## config.mk

```make
export PLATFORM = sky130hd
export DESIGN_NAME = stopwatch_core
export DESIGN_NICKNAME = d
export VERILOG_FILES = /design/src/rtl/stopwatch_core.sv
export SDC_FILE = /design/constraint.sdc
export NUM_CORES = 1
export LEC_CHECK = 0
export ABC_AREA = 1
export ABC_CLOCK_PERIOD_IN_PS = 1760
export CORE_MARGIN = 2
export CORE_UTILIZATION = 44
export DETAILED_ROUTE_END_ITERATION = 10
export GPL_ROUTABILITY_DRIVEN = 0
export SLEW_MARGIN = 20
export SYNTH_ARGS = -nofsm -noshare
export SYNTH_HDL_FRONTEND = slang
export SYNTH_SLANG_ARGS = --single-unit
export TNS_END_PERCENT = 30
```

## constraint.sdc

```tcl
create_clock -name Clock -period 1.76 [get_ports Clock]
set_input_delay 0.352 -clock Clock [delete_from_list [all_inputs] [get_ports Clock]]
set_output_delay 0.352 -clock Clock [all_outputs]
set_load 0.01 [all_outputs]
```

## src/rtl/stopwatch_core.sv

```systemverilog
// stopwatch_core: ss.hh packed-BCD stopwatch driven by start/stop, lap and zero buttons.
// Buttons are synchronized and edge-detected; a prescaler produces one tick per hundredth.
module stopwatch_core #(
    parameter int TICK_DIV = 1000000,
    parameter int PRE_W    = 20
) (
    input  logic        Clock,
    input  logic        clr,
    input  logic        start_stop,
    input  logic        lap,
    input  logic        zero,
    output logic [15:0] digits,
    output logic        running,
    output logic        lap_active,
    output logic        tick,
    output logic        wrap
);

    typedef enum logic [1:0] {
        IDLE = 2'd0,
        RUN  = 2'd1,
        STOP = 2'd2,
        LAP  = 2'd3
    } state_t;

    localparam logic [PRE_W-1:0] PRE_MAX = PRE_W'(TICK_DIV - 1);

    state_t           state;
    state_t           state_next;
    logic [2:0]       btn_s1;
    logic [2:0]       btn_s2;
    logic [2:0]       btn_p;
    logic [2:0]       btn_e;
    logic             e_start_stop;
    logic             e_lap;
    logic             e_zero;
    logic [PRE_W-1:0] pre;
    logic [15:0]      count;
    logic [15:0]      count_inc;
    logic [15:0]      lap_reg;
    logic             lap_capture;
    logic             count_clear;

    // Bit order {start_stop, lap, zero}; a held button yields one pulse from s2 & ~p.
    always_ff @(posedge Clock or negedge clr) begin
        if (!clr) begin
            btn_s1 <= '0;
            btn_s2 <= '0;
            btn_p  <= '0;
        end else begin
            btn_s1 <= {start_stop, lap, zero};
            btn_s2 <= btn_s1;
            btn_p  <= btn_s2;
        end
    end

    assign btn_e        = btn_s2 & ~btn_p;
    assign e_start_stop = btn_e[2];
    assign e_lap        = btn_e[1];
    assign e_zero       = btn_e[0];

    always_ff @(posedge Clock or negedge clr) begin
        if (!clr) state <= IDLE;
        else      state <= state_next;
    end

    // start_stop outranks lap, which outranks zero.
    always_comb begin
        state_next  = state;
        lap_capture = 1'b0;
        count_clear = 1'b0;
        case (state)
            IDLE: if (e_start_stop) state_next = RUN;
            RUN: begin
                if (e_start_stop) state_next = STOP;
                else if (e_lap) begin
                    state_next  = LAP;
                    lap_capture = 1'b1;
                end
            end
            LAP: begin
                if (e_start_stop) state_next = STOP;
                else if (e_lap)   state_next = RUN;
            end
            STOP: begin
                if (e_start_stop) state_next = RUN;
                else if (e_zero) begin
                    state_next  = IDLE;
                    count_clear = 1'b1;
                end
            end
            default: state_next = IDLE;
        endcase
    end

    assign running    = (state == RUN) | (state == LAP);
    assign lap_active = (state == LAP);
    assign tick       = running & (pre == PRE_MAX);
    assign wrap       = tick & (count == 16'h5999);

    // Prescaler holds in STOP so a paused partial hundredth is kept.
    always_ff @(posedge Clock or negedge clr) begin
        if (!clr)                              pre <= '0;
        else if (count_clear || state == IDLE) pre <= '0;
        else if (running)                      pre <= tick ? '0 : pre + PRE_W'(1);
    end

    always_comb begin
        count_inc = count;
        if (count[3:0] != 4'd9) count_inc[3:0] = count[3:0] + 4'd1;
        else begin
            count_inc[3:0] = 4'd0;
            if (count[7:4] != 4'd9) count_inc[7:4] = count[7:4] + 4'd1;
            else begin
                count_inc[7:4] = 4'd0;
                if (count[11:8] != 4'd9) count_inc[11:8] = count[11:8] + 4'd1;
                else begin
                    count_inc[11:8] = 4'd0;
                    if (count[15:12] != 4'd5) count_inc[15:12] = count[15:12] + 4'd1;
                    else                      count_inc[15:12] = 4'd0;
                end
            end
        end
    end

    always_ff @(posedge Clock or negedge clr) begin
        if (!clr) begin
            count   <= '0;
            lap_reg <= '0;
        end else begin
            if (count_clear) count <= '0;
            else if (tick)   count <= count_inc;
            if (lap_capture) lap_reg <= count;
        end
    end

    assign digits = lap_active ? lap_reg : count;

endmodule

```

# Yosys cells after proc, flatten, opt, wreduce, memory -nomap -nowiden
# Index checks and enable logic that the tools add are counted.
[totals] regBits=63 input_bits=5 out_inout_bits=20 elab_cells=71
[classes] n_bitwise=5 n_reduce_logical=8 n_mux=27 add_sub_neg=5 eq_ne=16
[op_table] cell="2-to-1 mux 20 bit" count=3
[op_table] cell="2-to-1 mux 16 bit" count=3
[op_table] cell="adder 20 x 1 -> 20 bit (second input constant)" count=1
[op_table] cell="== test 20 bit (second input constant)" count=1
[op_table] cell="2-to-1 mux 4 bit" count=5
[op_table] cell="adder 4 x 1 -> 4 bit (second input constant)" count=4
[op_table] cell="== test 16 x 15 -> 1 bit (second input constant)" count=1
[op_table] cell="2-to-1 mux 2 bit" count=7
[op_table] cell="2-to-1 mux 12 bit" count=1
[op_table] cell="inequality test 4 bit (second input constant)" count=3
[op_table] cell="2-to-1 mux 8 bit" count=1
[op_table] cell="inequality test 2 bit (second input constant)" count=4
[op_table] cell="case mux 2 bit (4 select lines)" count=1
[op_table] cell="AND reduction 4 bit" count=2
[op_table] cell="2-to-1 mux 1 bit" count=6
[op_table] cell="inequality test 3 bit (second input constant)" count=2
[op_table] cell="== test 2 bit (second input constant)" count=2
[op_table] cell="inequality test 4 x 3 -> 1 bit (second input constant)" count=1
[op_table] cell="nonzero test 2 bit" count=2
[op_table] cell="bitwise AND 3 bit" count=1
[op_table] cell="inequality test 3 x 1 -> 1 bit (second input constant)" count=1
[op_table] cell="NOT 3 bit" count=1
[op_table] cell="AND reduction 3 bit" count=1
[op_table] cell="bitwise AND 1 bit" count=2
[op_table] cell="5 further kinds" count=5

# Logic depth before layout (Yosys ltp)
[logic_depth] ltp_word=7 depth_mapped=10 depth_no_buf=9

# Least setup slack after synthesis
# No wires, ideal clock.
[synth_path] path_type="flip-flop to output port" from="reg pre[0]" to="out wrap" path_stages_with_launch=7 path_buffers=0 required_time_ns=1.408 arrival_ns=1.361 path_slack_ns=0.047 path_cell_list="dfrtp_1 -> ha_1 -> nand2_1 -> nor3_1 -> nand3_1 -> nor2_1 -> and2_1"
[synth_between] elab_chain_len=3
[synth_lines] element="start: declaration" line_no="37" source="logic [PRE_W-1:0] pre;"
[synth_lines] element="start signal: assignment" line_no="105" source="else if (running) pre <= tick ? '0 : pre + PRE_W'(1);"
[synth_lines] element="== test 20 bit" line_no="98" source="assign tick = running & (pre == PRE_MAX);"
[synth_lines] element="bitwise AND 1 bit" line_no="98"
[synth_lines] element="named net tick" line_no="15" source="output logic tick,"
[synth_lines] element="bitwise AND 1 bit" line_no="99" source="assign wrap = tick & (count == 16'h5999);"
[synth_lines] element="end: declaration" line_no="16" source="output logic wrap"
# The timed path passes the listed nets, and every way through them passes these cells.

# Worst setup path after layout
[layout_path] from="reg count[5]" to="out wrap"
[layout_between] elab_chain_len=2
[layout_lines] element="start: declaration" line_no="38" source="logic [15:0] count;"
[layout_lines] element="start signal: assignment" line_no="132" source="else if (tick) count <= count_inc;"
[layout_lines] element="== test 16 x 15 -> 1 bit" line_no="99"
[layout_lines] element="bitwise AND 1 bit" line_no="99"
# Every way passes these cells.

==> impl_metrics.json <==
{
  "status": "complete, but fails checks",
  "violations": "negative hold slack, negative setup slack",
  "cp.arrival_ns": 1.66,
  "fin_nets": 556,
  "cp_cell_sequence": "inv_2 -> ha_2 -> nand3_2 -> nor4_4 -> and2_4 -> buf_6",
  "post_synth_and_or_nand_nor_area_fraction_pct": 30.2,
  "finalInstanceArea_mm2": 0.00466,
  "crit_path_end_kind": "output pin",
  "postCtsHoldBufs": 0,
  "yosysWarnings": 0,
  "rows": 32,
  "async_flop_share_pct": 100,
  "hold_class": "in2async",
  "intPower_mw": 2.72,
  "coreArea_mm2": 0.00761,
  "clock-skew-final_ns": 0.0109,
  "final_util_pct": 61.3,
  "swShare_pct": 33.6,
  "ys_top_cells_by_area": "dfrtp_1 46%, nand2_1 13%, o21ai_0 7.2%, inv_1 5.1%, nand3_1 4.6%",
  "die_area_mm2": 0.00846,
  "vias": 3274,
  "port_buffers": 24,
  "synth_top_cell_by_area": "dfrtp_1",
  "clkTransAtPathRegs_ns": 0.08,
  "synth_top_family_by_area": "simple AND/OR/NAND/NOR gates",
  "holdWs_ns": -0.00156,
  "dpl-instance-area_mm2": 0.00429,
  "cts_buffer_depth": 2,
  "ys_top_cells_by_count": "116 x nand2_1, 63 x dfrtp_1, 49 x o21ai_0",
  "antenna_found_initial": 0,
  "worstSetupStartpointType": "flip-flop",
  "synth-edff-count": 0,
  "total_power_mw": 4.10,
  "yosysMostFrequentCell": "nand2_1",
  "cp_slowest_cell": "dfrtp_1",
  "firstDrtPassIters": 5,
  "ir_drop_mv": 0.510,
  "crit_path_max_incr_delay_ns": 0.40,
  "dp_hpwl_mm": 5.71,
  "min_period_over_period_pct": 114,
  "p_per_area_mw_per_mm2": 878,
  "finalMaxSlewViolations": 0,
  "synth_compound_area_share_pct": 10.5,
  "synth_fa_ha_area_share_pct": 3.31,
  "hold_viol": 4,
  "vias_per_cell": 5.04,
  "die-width_um": 92.0,
  "syn_to_final_growth_pct": 37.0,
  "ys_seq_area_share_pct": 46.3,
  "die_y_um": 92.0,
  "wirelength_mm": 8.57,
  "netlist_instances": 437,
  "p_leak_nw": 2.20,
  "clk_latency_ns": 0.35,
  "drc": 0,
  "root_buffer": "clkbuf_8",
  "grt_max_degree": 64,
  "num_io_pins": 25,
  "seqPwrFrac_pct": 38.3,
  "netlist_area_mm2": 0.00340,
  "layout-drive-gt1-share_pct": 30.9,
  "cp_max_fo": 2,
  "min_period_ns": 2.01,
  "clock-sinks": 63,
  "htree_num_levels": 3,
  "synth-xor-area-share_pct": 2.57,
  "fillers": 696,
  "grt_pass1_wl_mm": 14.9,
  "ys_seq_elements": 63,
  "max_cap_viol_count": 0,
  "largest_reg_flops": 20,
  "antennaDiodeCount": 0,
  "grt_usage_pct": 22.3,
  "ys.flop_type": "dfrtp_1",
  "synth_mux_area_share_pct": 0,
  "grt_setup_unrepaired": "yes",
  "path_class": "reg2out",
  "start_util_pct": 44.8,
  "avgSynthCellArea_um2": 7.79,
  "tightest_slew_ns": 0.331,
  "grt.overflow.total": 0,
  "setup_ws_ns": -0.250,
  "synth_cell_types": 36,
  "wl_per_cell_um": 13.2,
  "cts_tree": "yes",
  "slew_headroom_pct": 78.0,
  "cts_made_buffers": 9,
  "synth_fp_nets": 451,
  "combPwrFrac_pct": 30.5,
  "pwr-share-clk_pct": 31.1,
  "required_ns": 1.41,
  "yosys.area.top_type_share_pct": 46.3,
  "drt_iter0_drc": 183,
  "grt_pass1_vias": 3258,
  "ant_nets": 0,
  "setup_viol": 2,
  "clock.fmax_mhz": 497,
  "p_sw_mw": 1.38
}
-- timing repair --
action | 4_1_cts | 5_1_grt
setup buffers | 6 | 2
cloned | 2 | 1
gates resized for setup | 98 | 46
setup endpoints to repair | 20 | 39
pin swaps | 6 | 9
-- kinds of logic (layout without fill, tap and decap cells) --
kind of cell,after synthesis,in the layout
compound gates,67,67
fa+ha+maj,9,9
buf+inv,61,171
xor+xnor,10,10
flops,63,63
simple gates,227,227
-- area by class of cell --
| cell class | count | area, µm² | area share [%] |
|---|---|---|---|
| timing repair buffer | 106 | 825 | 17.7 |
| timing repair inverter | 1 | 5.00 | 0.107 |
| multi-input combinational | 313 | 1750 | 37.4 |
| inverter | 48 | 189 | 4.05 |
| sequential | 63 | 1580 | 33.8 |
| tap | 102 | 128 | 2.74 |
| clock inverter | 7 | 72.6 | 1.56 |
| clock buffer | 9 | 124 | 2.66 |
-- worst max-delay path: cells and delay by family (launching register included) --
| kind | cells | cell delay [ns] |
|---|---|---|
| buffers and inverters | 2 | 0.17 |
| AND/OR/NAND/NOR | 3 | 0.59 |
| flip-flops | 1 | 0.40 |
| adder cells (fa/ha/maj) | 1 | 0.16 |
-- metrics by stage --
stage               setup WS (ns)  TNS, ns  instances
global placement           -0.296   -0.661        624
CTS                        -0.239   -0.350        648
finish                     -0.250   -0.423        649
floorplan                  0.0472        0        437
detailed placement         -0.352   -0.818        624
global route               -0.352   -0.716        649
-- layout by cell type, fill, tap and decap left out, types with 4 or more instances in the layout --
cell type and n:
xor2_1 7, nand3_4 4, o21ai_0 32, inv_2 4, nand3_2 4, nor2_4 4, nor2_2 5, dfrtp_1 63
nand4_1 15, nor2_1 35, buf_6 4, o21ai_1 16, nand2_2 7, buf_4 77, nand2_1 109, o21ai_2 9
inv_1 42, clkbuf_8 9, ha_1 6, nand3_1 26, buf_2 17
-- layer usage --
layer  vias to the layer above  wire, µm  share of wire (%)  GRT usage [%]
li1                       1639         -                  -              -
met1                      1544      3830                 45           29.6
met2                        77      4180                 49           36.5
met3                        14       408                4.8           4.03
met4                         0       158                1.8           8.33
met5                         -         0                  0              0
-- path summary, 6_finish.rpt --
kind / slack [ns] / cells after the start / from / to
max: -0.25 / 6 / count[5] / wrap
min: -0.002 / 2 / clr / pre[10]
max reg2reg: 0.10 / 10 / state[1] / pre[13]
min reg2reg: 0.35 / 0 / btn_s1[2] / btn_s2[2]
max in group asynchronous: 1.49 / 2 / clr / count[8]
min in group Clock: 0.35 / 0 / btn_s1[2] / btn_s2[2]
-- power by group through the flow --
| stage | registers, mW | logic (mW) | clock network (mW) |
|---|---|---|---|
| floorplan | 1.61 | 0.476 | 0 |
| detailed placement | 1.60 | 1.00 | 0 |
| finish | 1.57 | 1.25 | 1.27 |
| CTS | 1.57 | 1.27 | 1.30 |
| global route | 1.58 | 1.38 | 1.37 |
| global placement | 1.59 | 0.993 | 0 |
Power figures use the tool's default switching activity.
==> RTL change, RTL diff (same settings) <==
Compare `count` against `16'h5999` with >= in place of ==.
--- a/src/rtl/stopwatch_core.sv
+++ b/src/rtl/stopwatch_core.sv
@@ -96,7 +96,7 @@
     assign running    = (state == RUN) | (state == LAP);
     assign lap_active = (state == LAP);
     assign tick       = running & (pre == PRE_MAX);
-    assign wrap       = tick & (count == 16'h5999);
+    assign wrap       = tick & (count >= 16'h5999);
 
     // Prescaler holds in STOP so a paused partial hundredth is kept.
     always_ff @(posedge Clock or negedge clr) begin
Behaviour: no difference found for any inputs over 10 cycles, from zero or initial values; that may be too few to reach the edited logic, so the function may still have changed.
==> RTL change against the unedited design <==
- the run ends with setup timing left
- design area is 2.9% higher
- first-iteration DRC count is 16% lower
- clock power is 6% lower
- sequential share of layout area is 0.96 points lower
- synthesized area is 4.7% higher
- sequential cell count stayed put
- wire length is 8.6% higher
- total power is 11% higher
- core utilization is 0.17 points higher
- maximum frequency is 7.0% higher
- worst setup slack better by 130 ps
- final cell count is 5.9% higher
==> RTL change: results (changes against the unedited design) <==
metric	value	unit	change
routed-via-count	3423		+4.6%
dpl.hpwl	6330	um	+11%
power.leakage	0.00234	uW	+6.4%
ys_warn_count	0		unchanged
fin_nets	588		+5.8%
drtIter0Drc	154		-16%
htree_levels	3		unchanged
finalSetupViolations	1		-1
grt_pass1_wl	14900	um	-0.13%
synth_area_leaders	dfrtp_1 44%, nand2_1 15%, o21ai_0 6.7%		
slew_headroom	77.0	%	-0.90 points
r2r_slack	90	ps	
path_clk_slew	80	ps	about the same
grt_pass1_vias	3262		+0.12%
routed_wirelength	9310	um	+8.6%
r2r_end	count[11]$_DFFE_PN0P_		
synth_fa_ha_area_share	1.05	%	-2.3 points
clock_skew	11.7	ps	+0.782 ps
yosys.cell_types.count	35		-2.8%
synth.area.mux_share	0.281	%	+0.28 points
rr_worst_depth	10		unchanged
violations	setup timing		
synth-compound-area-share	10.7	%	+0.23 points
yosysSeqAreaShare	44.2	%	-2.1 points
dr.pass1.iters	4		-1
setup_ws	-119	ps	+131 ps
rr_startpoint	pre[1]$_DFFE_PN0P_		
drive_gt1_share	29.6	%	-1.3 points
cp_top_family	flip-flops		
synthXorXnorAreaFrac	2.21	%	-0.36 points
synth_fp_nets	478		+6.0%
ir_drop	596	uV	+17%
status	finished with violations		
cp.arrival	1530	ps	-130 ps
dpl-instance-area	0.00440	mm^2	+2.7%
yosys-top-cells-count	145 x nand2_1, 63 x dfrtp_1, 48 x o21ai_0, 42 x inv_1, 39 x nor2_1		
gr-usage-all-layers	21.8	%	-0.53 points
[RTL change: changes by cell type after synthesis, sizes merged, moves of 2 or more]
cell / unedited run / this run
nand2: 119 / 153
nor3: 6 / 2
o21bai: 0 / 3
ha: 9 / 3
nand3: 34 / 39
xnor2: 3 / 1
buf: 6 / 4
a31oi: 2 / 0
a21oi: 1 / 8
[RTL change: logic make-up after synthesis]
| kind of cell | after synthesis |
|---|---|
| adder cells (fa/ha/maj) | 3 |
| AND/OR/NAND/NOR | 260 |
| XOR/XNOR | 9 |
| multiplexers | 1 |
| flip-flops | 63 |
| AO/OA/AOI/OAI | 73 |
| buffers and inverters | 61 |
[RTL change: layout make-up]
class                           instances  area (um^2)
Clock buffer                           11          151
Fill cell                             736         3010
Inverter                               49          191
Multi-Input combinational cell        347         1850
Clock inverter                          5         32.5
Tap cell                              102          128
Timing Repair Buffer                  110          871
Sequential cell                        63         1580
[RTL change: how the worst max path moves through the flow]
| stage | start | end | slack, ps | cells after the start |
|---|---|---|---|---|
| after CTS | count[5]$_DFFE_PN0P_ | wrap | -160 | 7 |
| after global placement | count[5]$_DFFE_PN0P_ | wrap | -290 | 7 |
| final | count[5]$_DFFE_PN0P_ | wrap | -120 | 7 |
| after floorplan | count[5]$_DFFE_PN0P_ | wrap | 210 | 6 |
| after detailed placement | count[5]$_DFFE_PN0P_ | wrap | -300 | 7 |
| after global routing | pre[12]$_DFFE_PN0P_ | wrap | -200 | 6 |
[RTL change: metal layers]
metal  global-route usage, %  part of all wire (%)  vias up
met5                       0                     0        -
met2                    35.4                    47       41
met1                    29.4                    49     1630
met3                    2.65                   2.2        9
li1                        -                     -     1743
met4                    9.18                   1.4        0
[RTL change: through the flow]
step	total power, uW	hold WS [ps]	std cells	TNS, ps	worst slack, ps
floorplan	2520	56.4	470	0	210
global placement	3110	333	652	-717	-290
detailed placement	3140	336	652	-1050	-302
CTS	4350	23.3	672	-201	-164
global route	4830	40.8	687	-480	-198
finish	4550	14.0	687	-119	-119
[RTL change: where the power goes]
part / total (uW) / internal [uW] / switching [uW]
Sequential: 1680 / 1590 / 96.6
Combinational: 1680 / 735 / 944
Clock: 1190 / 583 / 609
Total: 4550 / 2910 / 1650
[RTL change: what timing repair did]
item,4_1_cts,5_1_grt
cloned,0,3
setup endpoints to repair,21,33
pin swaps,9,9
buffers inserted,4,12
resized for setup,98,27
endpoints found under the hold margin,0,0
